File: src/rtl/regfile_bypass_sb_if.sv
// Decode-stage register file bus: read ports, writeback port, issue marks and scoreboard status.
interface regfile_bypass_sb_if #(
   parameter int unsigned DATA_W = 32,
   parameter int unsigned ADDR_W = 5
);
   logic              RD_EN;
   logic [ADDR_W-1:0] RA1;
   logic [ADDR_W-1:0] RA2;
   logic              RegWrite;
   logic [ADDR_W-1:0] WN;
   logic [DATA_W-1:0] WD;
   logic              ISSUE_EN;
   logic [ADDR_W-1:0] ISSUE_WN;
   logic [DATA_W-1:0] RD1;
   logic [DATA_W-1:0] RD2;
   logic              BUSY1;
   logic              BUSY2;
   logic [ADDR_W:0]   PEND_CNT;

   modport master (
      output RD_EN, RA1, RA2, RegWrite, WN, WD, ISSUE_EN, ISSUE_WN,
      input  RD1, RD2, BUSY1, BUSY2, PEND_CNT
   );

   modport slave (
      input  RD_EN, RA1, RA2, RegWrite, WN, WD, ISSUE_EN, ISSUE_WN,
      output RD1, RD2, BUSY1, BUSY2, PEND_CNT
   );
endinterface

File: src/rtl/regfile_bypass_sb.sv
// Two-read/one-write register file with writeback bypass, stall hold and a pending-write scoreboard.
module regfile_bypass_sb #(
   parameter int unsigned DATA_W     = 32,
   parameter int unsigned ADDR_W     = 5,
   parameter bit          ZERO_REG   = 1'b1,
   parameter bit          INIT_INDEX = 1'b1
) (
   input logic                CLOCK,
   input logic                RESET,
   regfile_bypass_sb_if.slave bus
);
   localparam int unsigned DEPTH = 2 ** ADDR_W;
   localparam int unsigned CNT_W = ADDR_W + 1;

   function automatic logic [DEPTH-1:0][DATA_W-1:0] init_table();
      init_table = '0;
      for (int unsigned i = 0; i < DEPTH; i++) begin
         init_table[ADDR_W'(i)] = INIT_INDEX ? DATA_W'(i) : '0;
      end
   endfunction

   localparam logic [DEPTH-1:0][DATA_W-1:0] MEM_INIT = init_table();

   logic [DEPTH-1:0][DATA_W-1:0] mem;
   logic [DEPTH-1:0]             pend_q;
   logic [DEPTH-1:0]             pend_next;
   logic [CNT_W-1:0]             cnt_q;
   logic [CNT_W-1:0]             cnt_next;
   logic [DATA_W-1:0]            rd1_q, rd2_q;
   logic [DATA_W-1:0]            rd1_next, rd2_next;
   logic                         busy1_q, busy2_q;
   logic                         weff;

   assign weff = bus.RegWrite && !(ZERO_REG && (bus.WN == '0));

   // Read mux: hardwired zero beats the writeback bypass, which beats storage.
   always_comb begin
      rd1_next = mem[bus.RA1];
      rd2_next = mem[bus.RA2];
      if (weff && (bus.WN == bus.RA1)) rd1_next = bus.WD;
      if (weff && (bus.WN == bus.RA2)) rd2_next = bus.WD;
      if (ZERO_REG && (bus.RA1 == '0)) rd1_next = '0;
      if (ZERO_REG && (bus.RA2 == '0)) rd2_next = '0;
   end

   // A new issue supersedes a same-cycle writeback of the older producer.
   always_comb begin
      pend_next = '0;
      for (int unsigned r = 0; r < DEPTH; r++) begin
         pend_next[ADDR_W'(r)] = (bus.ISSUE_EN && (bus.ISSUE_WN == ADDR_W'(r))) ||
                                 (pend_q[ADDR_W'(r)] && !(bus.RegWrite && (bus.WN == ADDR_W'(r))));
      end
      if (ZERO_REG) pend_next[0] = 1'b0;
      cnt_next = CNT_W'($countones(pend_next));
   end

   always_ff @(posedge CLOCK or negedge RESET) begin
      if (!RESET) begin
         mem <= MEM_INIT;
      end else if (weff) begin
         mem[bus.WN] <= bus.WD;
      end
   end

   always_ff @(posedge CLOCK or negedge RESET) begin
      if (!RESET) begin
         rd1_q   <= '0;
         rd2_q   <= '0;
         busy1_q <= 1'b0;
         busy2_q <= 1'b0;
         pend_q  <= '0;
         cnt_q   <= '0;
      end else begin
         pend_q <= pend_next;
         cnt_q  <= cnt_next;
         if (bus.RD_EN) begin
            rd1_q   <= rd1_next;
            rd2_q   <= rd2_next;
            busy1_q <= pend_next[bus.RA1];
            busy2_q <= pend_next[bus.RA2];
         end
      end
   end

   assign bus.RD1      = rd1_q;
   assign bus.RD2      = rd2_q;
   assign bus.BUSY1    = busy1_q;
   assign bus.BUSY2    = busy2_q;
   assign bus.PEND_CNT = cnt_q;
endmodule
File: src/flat_wrapper.sv
// flat-port wrapper written by rule: the top's interface ports become plain ports
module regfile_bypass_sb_flat 
#(
   parameter int unsigned DATA_W     = 32,
   parameter int unsigned ADDR_W     = 5,
   parameter bit          ZERO_REG   = 1'b1,
   parameter bit          INIT_INDEX = 1'b1
)
  (CLOCK, RESET, bus_RD_EN, bus_RA1, bus_RA2, bus_RegWrite, bus_WN, bus_WD, bus_ISSUE_EN, bus_ISSUE_WN, bus_RD1, bus_RD2, bus_BUSY1, bus_BUSY2, bus_PEND_CNT);
  regfile_bypass_sb_if #(.DATA_W(DATA_W), .ADDR_W(ADDR_W)) bus_i ();
  input logic CLOCK;
  input logic RESET;
  input wire logic [$bits(bus_i.RD_EN)-1:0] bus_RD_EN;
  input wire logic [$bits(bus_i.RA1)-1:0] bus_RA1;
  input wire logic [$bits(bus_i.RA2)-1:0] bus_RA2;
  input wire logic [$bits(bus_i.RegWrite)-1:0] bus_RegWrite;
  input wire logic [$bits(bus_i.WN)-1:0] bus_WN;
  input wire logic [$bits(bus_i.WD)-1:0] bus_WD;
  input wire logic [$bits(bus_i.ISSUE_EN)-1:0] bus_ISSUE_EN;
  input wire logic [$bits(bus_i.ISSUE_WN)-1:0] bus_ISSUE_WN;
  output wire logic [$bits(bus_i.RD1)-1:0] bus_RD1;
  output wire logic [$bits(bus_i.RD2)-1:0] bus_RD2;
  output wire logic [$bits(bus_i.BUSY1)-1:0] bus_BUSY1;
  output wire logic [$bits(bus_i.BUSY2)-1:0] bus_BUSY2;
  output wire logic [$bits(bus_i.PEND_CNT)-1:0] bus_PEND_CNT;
  assign bus_i.RD_EN = bus_RD_EN;
  assign bus_i.RA1 = bus_RA1;
  assign bus_i.RA2 = bus_RA2;
  assign bus_i.RegWrite = bus_RegWrite;
  assign bus_i.WN = bus_WN;
  assign bus_i.WD = bus_WD;
  assign bus_i.ISSUE_EN = bus_ISSUE_EN;
  assign bus_i.ISSUE_WN = bus_ISSUE_WN;
  assign bus_RD1 = bus_i.RD1;
  assign bus_RD2 = bus_i.RD2;
  assign bus_BUSY1 = bus_i.BUSY1;
  assign bus_BUSY2 = bus_i.BUSY2;
  assign bus_PEND_CNT = bus_i.PEND_CNT;
  regfile_bypass_sb #(.DATA_W(DATA_W), .ADDR_W(ADDR_W), .ZERO_REG(ZERO_REG), .INIT_INDEX(INIT_INDEX)) u_core (.CLOCK(CLOCK), .RESET(RESET), .bus(bus_i));
endmodule
File: config.mk
export PLATFORM = sky130hd
export DESIGN_NAME = regfile_bypass_sb_flat
export DESIGN_NICKNAME = d
export VERILOG_FILES = /design/src/rtl/regfile_bypass_sb_if.sv /design/src/rtl/regfile_bypass_sb.sv /design/src/flat_wrapper.sv
export SDC_FILE = /design/constraint.sdc
export NUM_CORES = 2
export LEC_CHECK = 0
export CORE_MARGIN = 3
export CORE_UTILIZATION = 55
export CTS_CLUSTER_SIZE = 40
export DETAILED_ROUTE_END_ITERATION = 7
export GPL_TIMING_DRIVEN = 0
export PLACE_DENSITY = 0.79
export SYNTH_ARGS = -nofsm -noshare
export SYNTH_HDL_FRONTEND = slang
export SYNTH_SLANG_ARGS = --single-unit
File: constraint.sdc
create_clock -name CLOCK -period 4.6 [get_ports CLOCK]
set_input_delay 0.92 -clock CLOCK [delete_from_list [all_inputs] [get_ports CLOCK]]
set_output_delay 0.92 -clock CLOCK [all_outputs]
set_load 0.02 [all_outputs]
* Word level (Yosys, flattened, before mapping)
Index checks and enable logic that the tools add are counted.
** Storage, ports and cells
- Register bits after elaboration :: 1127
- Latch bits :: 0
- Bits in writable memories :: 0
- Memory bits (read-only) :: 0
- Output and inout port bits :: 72
- Word-level logic and storage cells :: 314
- Memories kept :: 0
** Cells by class
- Add/sub/neg operators :: 30
- $mul :: 0
- Divide/modulo/power cells :: 0
- $lt $le $gt $ge :: 4
- Equal/unequal tests :: 64
- Shift-type cells :: 0
- Muxes and demuxes :: 15
- Bitwise operators :: 0
- Reductions and logical operators :: 163
** Operators with widths (count)
- 1024-bit bitwise mux :: 1
- 32-bit binary-select mux with 5-bit select :: 2
- 32-bit two-way mux :: 7
- 32-bit demux with 5-bit select :: 1
- 5-bit equality test (second input constant) :: 32
- 1-bit logical AND :: 97
- 6-bit adder :: 14
- 5-bit by 4-bit equality test with 1-bit output (second input constant) :: 16
- 5-bit by 3-bit equality test with 1-bit output (second input constant) :: 8
- 1-bit logical NOT :: 32
- 1-bit logical OR :: 31
- 1-bit by 1-bit adder with 2-bit output :: 15
- 5-bit by 2-bit equality test with 1-bit output (second input constant) :: 4
- 5-bit by 6-bit less-than comparator with 1-bit output (second input constant) :: 3
- 5-bit logical NOT :: 3
- 1-bit binary-select mux with 5-bit select :: 2
- 5-bit by 1-bit equality test with 1-bit output (second input constant) :: 2
- 5-bit equality test :: 2
- 1-bit by 6-bit adder with 6-bit output :: 1
- 5-bit by 1-bit >= comparator with 1-bit output (second input constant) :: 1
- 1-bit two-way mux :: 2

* Longest topological paths before layout
- Depth after elaboration :: 10
- Depth in mapped cells :: 23
- Mapped depth without buffers :: 21

* Least setup slack after synthesis
Ideal clock, no wire load.
- Path type :: input port to flip-flop
- From :: in bus_RegWrite
- To :: reg u_core.cnt_q[4] (netlist: u_core.bus.PEND_CNT[4])
- Setup time :: 0.123 ns
- Arrival :: 5.721 ns
- Slack :: -1.244 ns
- Stages :: 23
- Path buffers :: 2
- Cells stage by stage :: buf_2 and4bb_2 clkbuf_1 nand2_1 a22oi_1 inv_1 ha_1 inv_1 fa_1 fa_1 fa_1 inv_1 fa_1 inv_1 fa_1 inv_1 ha_1 inv_1 fa_1 inv_1 a21o_1 a21oi_1 xnor2_1
** On the way
- Word-level cells in the longest chain between the ends :: 9
- Elaborated cells on any way between the ends :: 154
- Those cells by class :: add/sub (30); reduce/logical (124)
** RTL lines
- start, declared :: line flat_wrapper.sv:16 : input wire logic [$bits(bus_i.RegWrite)-1:0] bus_RegWrite;
- 1-bit logical AND :: line regfile_bypass_sb.sv:51 : (pend_q[ADDR_W'(r)] && !(bus.RegWrite && (bus.WN == ADDR_W'(r))));
- 1-bit logical NOT :: line regfile_bypass_sb.sv:51
- 1-bit logical AND :: line regfile_bypass_sb.sv:51
- 1-bit logical OR :: line regfile_bypass_sb.sv:50 : pend_next[ADDR_W'(r)] = (bus.ISSUE_EN && (bus.ISSUE_WN == ADDR_W'(r))) ||
- named net u_core.pend_next[8] :: line regfile_bypass_sb.sv:26 : logic [DEPTH-1:0] pend_next;
- 1-bit by 1-bit adder with 2-bit output (not written as such) :: line regfile_bypass_sb.sv:54 : cnt_next = CNT_W'($countones(pend_next));
- 6-bit adder (not written as such) (4 in a row) :: line regfile_bypass_sb.sv:54
- named net u_core.cnt_next[4] :: line regfile_bypass_sb.sv:28 : logic [CNT_W-1:0] cnt_next;
- end signal, assigned :: line regfile_bypass_sb.sv:75 : cnt_q <= cnt_next;
- end, declared :: line regfile_bypass_sb.sv:27 : logic [CNT_W-1:0] cnt_q;
The timed path passes the listed nets, and every way through them passes these cells.
A chain may end at the register's enable or synchronous reset.

* Final worst setup path
- From :: in bus_WN[4]
- To :: reg u_core.cnt_q[4] (netlist: u_core.bus.PEND_CNT[4])
** On the way
- Word-level cells in the longest chain between the ends :: 10
- Elaborated cells on any way between the ends :: 185
- Those cells by class :: add/sub (30); eq/ne (31); reduce/logical (124)
** RTL lines
- start, declared :: line flat_wrapper.sv:17 : input wire logic [$bits(bus_i.WN)-1:0] bus_WN;
- 5-bit by 4-bit equality test with 1-bit output :: line regfile_bypass_sb.sv:51
- 1-bit logical AND :: line regfile_bypass_sb.sv:51
- 1-bit logical NOT :: line regfile_bypass_sb.sv:51
- 1-bit logical AND :: line regfile_bypass_sb.sv:51
- 1-bit logical OR :: line regfile_bypass_sb.sv:50
- named net u_core.pend_next[13] :: line regfile_bypass_sb.sv:26
- 1-bit by 1-bit adder with 2-bit output (not written as such) :: line regfile_bypass_sb.sv:54
- 6-bit adder (not written as such) (4 in a row) :: line regfile_bypass_sb.sv:54
- named net u_core.cnt_next[4] :: line regfile_bypass_sb.sv:28
The timed path passes the listed nets, and every way through them passes these cells.

==> results.ini <==
[detailed_routing]
drt_first_iter_violations = 6352
first_pass_iters = 7
drc = 0
vias = 43700
detail_route.wl_per_cell_um = 34.6
antenna_left = 0
finalWirelength_um = 211000
avgViaCountPerCell = 7.18

[timing]
post-route-period-util_pct = 112
setup_viol = 5
whs_ps = 75.7
fin_crit_ps = 5150
skew_ps = 25.7
clock.fmax_mhz = 194
worst_pin_slew_ps = 1690
fin_ws_ps = -548
slew_headroom_pct = -12.4
rsz0062_at_grt = true
timing_hold_violations_final = 0
maxSlewViolCount = 87

[synth]
ys_async_sr_fraction_pct = 100
synth.largest_area_cell = dfrtp_1
netlist_area_um2 = 60100
ys.flop_type = dfrtp_1
synth_seq_area_share_pct = 47.1
ys_types = 66
yosysMostFrequentCell = dfrtp_1
synth_top_area_share_pct = 43.6
synth.area.top_cells = dfrtp_1 44%, mux4_2 24%, mux2_2 15%, nand2_1 4.5%, dfstp_2 3.5%
synth-seq-cells = 1127
synth_warnings = 0
synth_enable_flop_cells = 0
synth_common_cells = 1047 x dfrtp_1, 802 x mux2_2, 720 x nand2_1, 643 x mux4_2, 305 x clkbuf_1
syn_nets = 4346
syn_area_per_cell_um2 = 14.2
synthCells = 4241

[finish]
area_growth_pct = 14.5
drive_gt1_share_pct = 43.2
fillers = 7537
fin_cells = 6088
fin_nets = 4688

[status]
violations = max-capacitance violations, max-slew violations, negative setup slack
outcome = finished, violations left

[critical_path]
slowest_delay_ps = 520
crit_path_start_kind = input port
path_class = input port to flip-flop
worstPathMaxFanout = 6
cp_common_cell = fa_1
path_cells = buf_12 > buf_8 > and4b_4 > buf_12 > nand2_8 > a32o_2 > ha_4 > inv_2 > fa_1 > fa_1 > fa_1 > inv_1 > fa_1 > inv_1 > fa_2 > inv_2 > ha_4 > inv_2 > fa_2 > inv_1 > a21o_1 > a21oi_2 > xnor2_1
cp.arrival_ps = 5800
end_kind = flip-flop
cp.required_ps = 5260
worst_path_max_delay_cell = fa_1

[power_and_ir_drop]
p_per_area_nw_per_um2 = 511
peakVddDrop_mv = 1.22
p_leak_nw = 30.0

[global_routing]
first_global_vias = 44500
grt_max_degree = 179
grt_antenna_before_repair = 10
grtUsageTotal_pct = 37.4
grt_pass1_wl_um = 302000
grt_remaining_overflow = 0

[place]
place.gp.congestion = 0.959
dp_hpwl_um = 140000
portBuffers = 116
placed_cells = 5768

[clock_network]
clock_sinks = 1127
numCtsBuffers = 115
clk_latency_ps = 730
path_clk_slew_ps = 70
ctsHtreeMaxLevel = 3
cts_tree = done
holdBufCountCts = 0
cts_root_buf = clkbuf_16
clockBufferDepth = 3

[floorplan]
placeableCoreArea_um2 = 108000
dieArea_um2 = 113000
start_util_pct = 55.8
fp-row-count = 120
die_x_um = 337
ioPinCount = 129
die_h_um = 337

[job]
maxCapViolCount = 8

[worst_hold_path]
hold_path_class = input port to asynchronous set/reset pin

-- power by group --
| group | internal [mW] | total (mW) | switching, mW |
|---|---|---|---|
| Combinational | 6.35 | 11.8 | 5.46 |
| Sequential | 12.0 | 13.5 | 1.43 |
| Clock | 5.70 | 9.94 | 4.24 |
-- routing by layer --
layer  part of all wire, %  vias up  GRT usage (%)  routed length, um
met5                  0.20        -           1.83                411
met4                   7.8       22           24.7              16300
met3                    14     1005           15.1              30100
met2                    44     3621           54.8              93200
met1                    34    22600           45.7              70600
li1                      -    16500              -                  -
-- stage by stage --
step / power, mW / setup TNS (ps) / utilization, % / setup slack [ps] / instance area [um2]
after global placement: 23.5 / - / 58.6 / -48410 / 63200
final: 35.2 / -2300 / 63.9 / -548 / 68900
after detailed placement: 24.0 / -11770 / 58.8 / -2160 / 63400
after CTS: 34.8 / -1780 / 63.7 / -425 / 68700
after floorplan: 20.8 / -4280 / - / -919 / 60300
after global routing: 36.6 / -3340 / 63.9 / -741 / 68900
-- final timing paths --
path | start | cells after the start | slack, ps | end
worst max-delay path | bus_WN[4] | 23 | -550 | u_core.bus.PEND_CNT[4]$_DFF_PN0_
worst min-delay path | RESET | 1 | 80 | u_core.mem[1017]$_DFFE_PN0P_
worst max register to register | u_core.pend_q[21]$_DFF_PN0_ | 19 | -10 | u_core.bus.PEND_CNT[4]$_DFF_PN0_
worst min register to register | u_core.mem[608]$_DFFE_PN1P_ | 2 | 470 | u_core.mem[608]$_DFFE_PN1P_
max in group asynchronous | RESET | 3 | 2490 | u_core.mem[9]$_DFFE_PN0P_
min in group CLOCK | u_core.mem[608]$_DFFE_PN1P_ | 2 | 470 | u_core.mem[608]$_DFFE_PN1P_
-- kinds of logic after synthesis --
kind of cell	after synthesis	share of synthesized area, %
AO/OA/AOI/OAI	203	2.41
XOR/XNOR	13	0.189
adder cells (fa/ha/maj)	48	1.31
buffers and inverters	524	3.60
flip-flops	1127	47.1
multiplexers	1481	39.7
AND/OR/NAND/NOR	845	5.72
-- what timing repair did --
action                                 4_1_cts  5_1_grt
setup endpoints to repair                    6        7
endpoints found under the hold margin        0        0
pin swaps                                   39       24
setup buffers                               93       18
resized for setup                          157       20
-- placed cells by master (no fill, tap or decap), drive strengths merged, types with 4 or more instances in the layout --
| cell type | n |
|---|---|
| o2bb2ai | 64 |
| nor2 | 30 |
| buf | 256 |
| clkdlybuf4s50 | 107 |
| and2 | 5 |
| bufinv | 10 |
| a32oi | 7 |
| nand3 | 38 |
| dfrtp | 1047 |
| mux2 | 802 |
| nor3b | 4 |
| dfstp | 80 |
| a22o | 11 |
| nand2 | 720 |
| nand4 | 4 |
| a22oi | 12 |
| xor2 | 6 |
| xnor2 | 7 |
| mux2i | 36 |
| a31oi | 4 |
| clkbuf | 472 |
| and4b | 5 |
| mux4 | 643 |
| o21ai | 74 |
| clkinv | 33 |
| nor2b | 10 |
| inv | 80 |
| fa | 25 |
| nand2b | 5 |
| diode | 4 |
| a21oi | 7 |
| ha | 23 |
-- critical path: cells and delay by family --
| kind | cells | cell delay, ps |
|---|---|---|
| AO/OA/AOI/OAI | 3 | 580 |
| XOR/XNOR | 1 | 120 |
| adder cells (fa/ha/maj) | 8 | 3100 |
| buffers and inverters | 9 | 600 |
| AND/OR/NAND/NOR | 2 | 450 |
-- sequential cells by signal, indices dropped and copies added (netlist names) --
name / count
u_core.mem: 1024
u_core.bus.RD1: 32
u_core.bus.RD2: 32
u_core.pend_q: 31
u_core.bus.PEND_CNT: 6
u_core.bus.BUSY1: 1
u_core.bus.BUSY2: 1
-- area by class of cell --
type | count | area (um2) | share of cell area, %
inverters | 78 | 293 | 0.425
plain buffers | 445 | 1990 | 2.88
flip-flops and latches | 1127 | 28300 | 41.1
clock buffers | 168 | 3410 | 4.95
diodes | 4 | 10.0 | 0.0145
well taps | 1403 | 1760 | 2.55
repair buffers | 226 | 2300 | 3.34
clock inverters | 47 | 557 | 0.808
multi-input cells | 2590 | 30300 | 43.9
Power figures use the tool's default switching activity.
